==> config.mk <==
export PLATFORM = sky130hd
export DESIGN_NAME = vga_timing_gen
export DESIGN_NICKNAME = d
export VERILOG_FILES = /design/src/rtl/vga_timing_gen.sv
export SDC_FILE = /design/constraint.sdc
export NUM_CORES = 1
export LEC_CHECK = 0
export BUFFER_PORTS_ARGS = -buffer_cell sky130_fd_sc_hd__buf_4
export CAP_MARGIN = 15
export CORE_MARGIN = 2
export CORE_UTILIZATION = 57
export DETAILED_ROUTE_END_ITERATION = 6
export PLACE_DENSITY = 0.82
export SLEW_MARGIN = 20
export SYNTH_ARGS = -nofsm -noshare
export SYNTH_HDL_FRONTEND = slang
export SYNTH_SLANG_ARGS = --single-unit
==> constraint.sdc <==
create_clock -name vga_clk -period 2.82 [get_ports vga_clk]
set_input_delay 0.282 -clock vga_clk [delete_from_list [all_inputs] [get_ports vga_clk]]
set_output_delay 0.282 -clock vga_clk [all_outputs]
set_load 0.05 [all_outputs]
==> src/rtl/vga_timing_gen.sv <==
// rtl/vga_timing_gen.sv - 640x480@60 pixel timing: scan counters, blank, delayed syncs, frame pulse/counter
module vga_timing_gen #(
    parameter int H_VISIBLE  = 640,
    parameter int H_FP       = 16,
    parameter int H_SYNC     = 96,
    parameter int H_BP       = 48,
    parameter int V_VISIBLE  = 480,
    parameter int V_FP       = 10,
    parameter int V_SYNC     = 2,
    parameter int V_BP       = 33,
    parameter int SYNC_DELAY = 1
) (
    input  logic       vga_clk,
    input  logic       reset_n,
    output logic [9:0] DrawX,
    output logic [9:0] DrawY,
    output logic       blank,
    output logic       hs,
    output logic       vs,
    output logic       frame_start,
    output logic [5:0] frame_cnt
);

    localparam int H_TOTAL = H_VISIBLE + H_FP + H_SYNC + H_BP;
    localparam int V_TOTAL = V_VISIBLE + V_FP + V_SYNC + V_BP;

    generate
        if (H_TOTAL > 1024 || V_TOTAL > 1024) begin : g_bad_total
            $error("vga_timing_gen: H_TOTAL and V_TOTAL must not exceed 1024");
        end
        if (SYNC_DELAY < 0 || SYNC_DELAY > 4) begin : g_bad_delay
            $error("vga_timing_gen: SYNC_DELAY must be in 0..4");
        end
    endgenerate

    // Decode bounds are 11 bits wide because a sync end may sit exactly at 1024.
    localparam logic [9:0]  H_LAST  = 10'(H_TOTAL - 1);
    localparam logic [9:0]  V_LAST  = 10'(V_TOTAL - 1);
    localparam logic [10:0] H_VIS_L = 11'(H_VISIBLE);
    localparam logic [10:0] V_VIS_L = 11'(V_VISIBLE);
    localparam logic [10:0] H_SS    = 11'(H_VISIBLE + H_FP);
    localparam logic [10:0] H_SE    = 11'(H_VISIBLE + H_FP + H_SYNC);
    localparam logic [10:0] V_SS    = 11'(V_VISIBLE + V_FP);
    localparam logic [10:0] V_SE    = 11'(V_VISIBLE + V_FP + V_SYNC);

    typedef enum logic {
        ST_IDLE = 1'b0,
        ST_RUN  = 1'b1
    } state_t;

    state_t      state_q;
    logic [9:0]  hc_q, hc_d;
    logic [9:0]  vc_q, vc_d;
    logic [5:0]  frame_cnt_q, frame_cnt_d;
    logic        running;
    logic [10:0] hc_ext, vc_ext;
    logic        hs_raw, vs_raw, hs_in, vs_in;

    assign running = (state_q == ST_RUN);

    always_comb begin
        hc_d        = hc_q;
        vc_d        = vc_q;
        frame_cnt_d = frame_cnt_q;
        if (running) begin
            if (hc_q == H_LAST) begin
                hc_d = '0;
                if (vc_q == V_LAST) begin
                    vc_d        = '0;
                    frame_cnt_d = frame_cnt_q + 6'd1;
                end else begin
                    vc_d = vc_q + 10'd1;
                end
            end else begin
                hc_d = hc_q + 10'd1;
            end
        end
    end

    always_ff @(posedge vga_clk) begin
        if (!reset_n) begin
            state_q     <= ST_IDLE;
            hc_q        <= '0;
            vc_q        <= '0;
            frame_cnt_q <= '0;
        end else begin
            state_q     <= ST_RUN;
            hc_q        <= hc_d;
            vc_q        <= vc_d;
            frame_cnt_q <= frame_cnt_d;
        end
    end

    assign hc_ext = {1'b0, hc_q};
    assign vc_ext = {1'b0, vc_q};

    assign blank       = running & (hc_ext < H_VIS_L) & (vc_ext < V_VIS_L);
    assign frame_start = running & (hc_q == 10'd0) & (vc_q == 10'd0);
    assign hs_raw      = ~((hc_ext >= H_SS) && (hc_ext < H_SE));
    assign vs_raw      = ~((vc_ext >= V_SS) && (vc_ext < V_SE));

    // Syncs are held inactive until the counters are actually running.
    assign hs_in = hs_raw | ~running;
    assign vs_in = vs_raw | ~running;

    generate
        if (SYNC_DELAY == 0) begin : g_no_delay
            assign hs = hs_in;
            assign vs = vs_in;
        end else begin : g_delay
            logic [SYNC_DELAY-1:0] hs_sr_q;
            logic [SYNC_DELAY-1:0] vs_sr_q;

            always_ff @(posedge vga_clk) begin
                if (!reset_n) begin
                    hs_sr_q <= '1;
                    vs_sr_q <= '1;
                end else begin
                    hs_sr_q[0] <= hs_in;
                    vs_sr_q[0] <= vs_in;
                    for (int i = 1; i < SYNC_DELAY; i++) begin
                        hs_sr_q[i] <= hs_sr_q[i-1];
                        vs_sr_q[i] <= vs_sr_q[i-1];
                    end
                end
            end

            assign hs = hs_sr_q[SYNC_DELAY-1];
            assign vs = vs_sr_q[SYNC_DELAY-1];
        end
    endgenerate

    assign DrawX     = hc_q;
    assign DrawY     = vc_q;
    assign frame_cnt = frame_cnt_q;

endmodule
# == Word level (Yosys, flattened, before mapping) ==
# Index checks and enable logic that the tools add are counted.
# totals
inputBits,2
ff_bits,29
word_cells,35
# op_classes
mux,3
addsub,3
order_cmp,6
n_eq_ne,2
n_reduce_logical,6
bitwise,9
# ops
operator,n
$add 10x1->10 const B,2
$eq 10x10->1 const B,2
$logic_not 10->1,2
$lt 10x10->1 const B,2
$lt 10x9->1 const B,2
$mux 10,2
$ge 10x10->1 const B,1
$ge 10x9->1 const B,1
$add 6x1->6 const B,1
$and 1x1->1,4
$not 1->1,3
$reduce_and 3->1,1
$logic_and 1x1->1,2
$or 1x1->1,2
$reduce_and 2->1,1
$mux 1,1

# == Depth between registers and ports, before layout ==
# logic_depth
ltp_word,4
ltp_mapped,7

# == Worst setup path before layout ==
# No wires, ideal clock.
# synth_timing
path_kind,register -> output
start,"register hc_q[4], in the netlist DrawX[4]"
end,output frame_start
setup_slack_ns,-0.074
path_stages_with_launch,4
n_path_buf,1
arrival_time_ns,2.612
path_cell_list,dfxtp_1 > buf_2 > or4_1 > nor4_1
# synth_via
elab_chain_cells,3
# synth_lines
item,line_no,text
from (decl),52,"logic [9:0] hc_q, hc_d;"
from (signal assigned),83,hc_q <= '0;
from (signal assigned),88,hc_q <= hc_d;
$logic_not 10->1,98,assign frame_start = running & (hc_q == 10'd0) & (vc_q == 10'd0);
$and 1x1->1 (2 in series),98,
to (decl),20,"output logic frame_start,"
# Every way passes these cells.

# == Final worst setup path ==
# layout_timing
start,"register hc_q[0], in the netlist DrawX[0]"
end,"register frame_cnt_q[4], in the netlist frame_cnt[4]"
# layout_via
elab_chain_cells,2
# layout_lines
item,line_no,text
$eq 10x10->1,66,if (hc_q == H_LAST) begin
$reduce_and 3->1 (no source line),n/a,
to (signal assigned),90,frame_cnt_q <= frame_cnt_d;
to (decl),54,"logic [5:0] frame_cnt_q, frame_cnt_d;"
# Every way passes these cells.
# A chain may end at the register's enable or synchronous reset.

==> reports/summary.txt <==
Area grow syn2layout - 20.6%
DRC - 0
Final setup vio count - 0
Core area - 0.00243 sq mm
WP data arrival - 2.53 ns
Worst-path clk slew - 0.09 ns
Synth top cells by count - 29 x dfxtp_1, 20 x nor2_1, 11 x nand3_1
Synth top area share - 40.2%
Dpl hpwl - 2330 um
Critical Path Source Type - flip-flop
Status - completed
Worst setup EP type - flip-flop
Synth cell types - 37
Ant diodes - 0
Main combinational cell family by area after synthesis - simple AND/OR/NAND/NOR gates
LEAKAGE - 0.677 nW
CTS Sinks - 29
DR WL/cell - 14.3 um
Post-Synth XOR/XNOR Area - 8.50%
Synth Flop Type - dfxtp_1
CP required - 3.08 ns
CP max FO - 17
Filler Cells Inserted - 198
Final Max Tran Viols - 0
Number of global-route vias before repair - 1145
Worst slack, placed - 0.584 ns
M1 WL - 1520 um
Skew-Pair Late Insertion Delay - 0.33 ns
Gr usage total - 24.6%
Grt ovf - 0
Post-cts gate resize count - 0
Die ar. - 0.00295 sq mm
DRT iter0 DRCs - 21
TNS Setup - 0 ns
Synth Area in Simple Gates - 32.2%
Syn Area/Cell - 8.69 sq um
Share of cells above drive strength 1 - 20.1%
Setup CP Type - flip-flop to flip-flop
CTS tree - done
Max Clk Rate - 440 MHz
Max-slew headroom - 66.1%
Vias/cell - 5.81
Cell Area, Synth - 0.00144 sq mm
Cell taking the most area after synthesis - dfxtp_1
Top cells by area, synth - dfxtp_1 40%, xnor2_1 5.5%, nor2_1 5.2%
Final instance area - 0.00174 sq mm
Setup bufs post-CTS - 0
Wire length on met2 - 1530 um
Routability congestion estimate - 0.822
Hold WC Path Type - input port to flip-flop
CTS H-tree depth - 2
DR WL met3 - 163 um
Worst Max-Slew Pin Slew - 0.504 ns
Clock root buffer - clkbuf_4
Initial Util - 59.3%
Peak supply drop - 0.000442 V
Adder-cell share of the synthesized area - 4.34%
Post-synth ARST share - 0%
Final Hold Fails - 0
Largest net degree at the start of global routing - 18
Die height - 54.3 um
Synth Register Bits - 29
Seq/Total Area, Yosys - 40.2%
Skew final - 0.00339 ns
Post-route ant nets - 0
Max-Cap Viols - 0
# hold bufs at CTS - 0
# IOs - 32
DRT Wirelength - 3270 um
Multiplexer share of the synthesized area - 0.694%
Post-synth EDFFs - 0
Port Buffers - 31
Total power - 0.713 mW
Global-route wire length before repair - 5110 um
RSZ-0062 raised after global routing - false
CTS Buf Count - 5
Compound-Gate Fraction of Synth Area - 9.71%
Top routing layer used - met4
Post-layout minimum cycle time - 2.27 ns
CTS Buffer Depth - 2
Syn_nets - 173
Warnings from Yosys - 0
Most common cell in the netlist - dfxtp_1
Mapped Cells - 166
Via count - 1330
Die width - 54.3 um
Final WS setup - 0.547 ns
Placed Instance Area - 0.00169 sq mm
Power density cells - 410 mW/mm^2
Initial antenna violation count - 0
Final #Nets - 205
Drt pass-1 iters - 4
Final period utilization - 80.6%
FP Rows - 18
[sequential cells by signal (all words and copies together), names as in the netlist]
signal	flops
DrawX	10
DrawY	10
frame_cnt	6
hs	1
running	1
vs	1
[logic make-up after synthesis]
| logic type | Yosys count |
|---|---|
| fa+ha+maj | 5 |
| simple gates | 81 |
| compound gates | 22 |
| buf+inv | 14 |
| xor+xnor | 14 |
| flops | 29 |
| mux | 1 |
[where the power goes]
group / internal [mW] / switching [mW]
Combinational: 0.0171 / 0.0370
Sequential: 0.413 / 0.00668
Clock: 0.0992 / 0.140
[cell type report]
cell class / instances / area (sq um) / area share (%)
multi-input combinational: 123 / 806 / 46.3
sequential: 29 / 581 / 33.4
timing repair buffer: 32 / 240 / 13.8
clock buffer: 8 / 48.8 / 2.81
tap: 30 / 37.5 / 2.16
inverter: 7 / 26.3 / 1.51
[per-layer routing]
metal | GRT usage, % | vias to the layer above
met1 | 29.4 | 619
li1 | - | 669
met4 | 10.4 | 0
met2 | 40.6 | 37
met3 | 7.65 | 5
met5 | 0 | -
[metrics by stage]
| step | util (%) | std cells | hold slack [ns] |
|---|---|---|---|
| final | 71.5 | 229 | 0.112 |
| after global routing | 71.5 | 229 | 0.0968 |
| after CTS | 71.5 | 229 | 0.105 |
| after detailed placement | 69.5 | 221 | 0.445 |
| after global placement | 69.5 | 221 | 0.446 |
| after floorplan | - | 166 | 0.310 |
[layout by cell type, fill, tap and decap left out, drive strengths merged, types with 2 or more instances in the layout]
| cell | instances |
|---|---|
| and3 | 4 |
| ha | 5 |
| nand2b | 2 |
| or3 | 3 |
| nor2b | 2 |
| o31ai | 5 |
| a21oi | 9 |
| nand4b | 2 |
| nand3 | 11 |
| buf | 32 |
| clkbuf | 8 |
| nor3 | 5 |
| dfxtp | 29 |
| xor2 | 5 |
| and4 | 3 |
| nor4 | 6 |
| xnor2 | 9 |
| nand2 | 9 |
| o21ai | 3 |
| inv | 7 |
| nand4 | 3 |
| nor2 | 20 |
| or4 | 7 |
[final timing paths]
check	from	end	slack, ns	cells past startpoint
max	DrawX[0]	frame_cnt[4]	0.55	5
min	reset_n	running	0.11	1
max reg2reg	DrawX[0]	frame_cnt[4]	0.55	5
min reg2reg	frame_cnt[5]	frame_cnt[5]	0.49	2
[worst max-delay path, stage by stage, from the launching register on]
cell and delay [ns]:
dfxtp_1 0.42, ha_1 0.24, nand4_4 0.18, or3_1 0.64, or4_1 0.58, a21oi_1 0.14
Note: power is estimated with default switching activity, not from simulation.
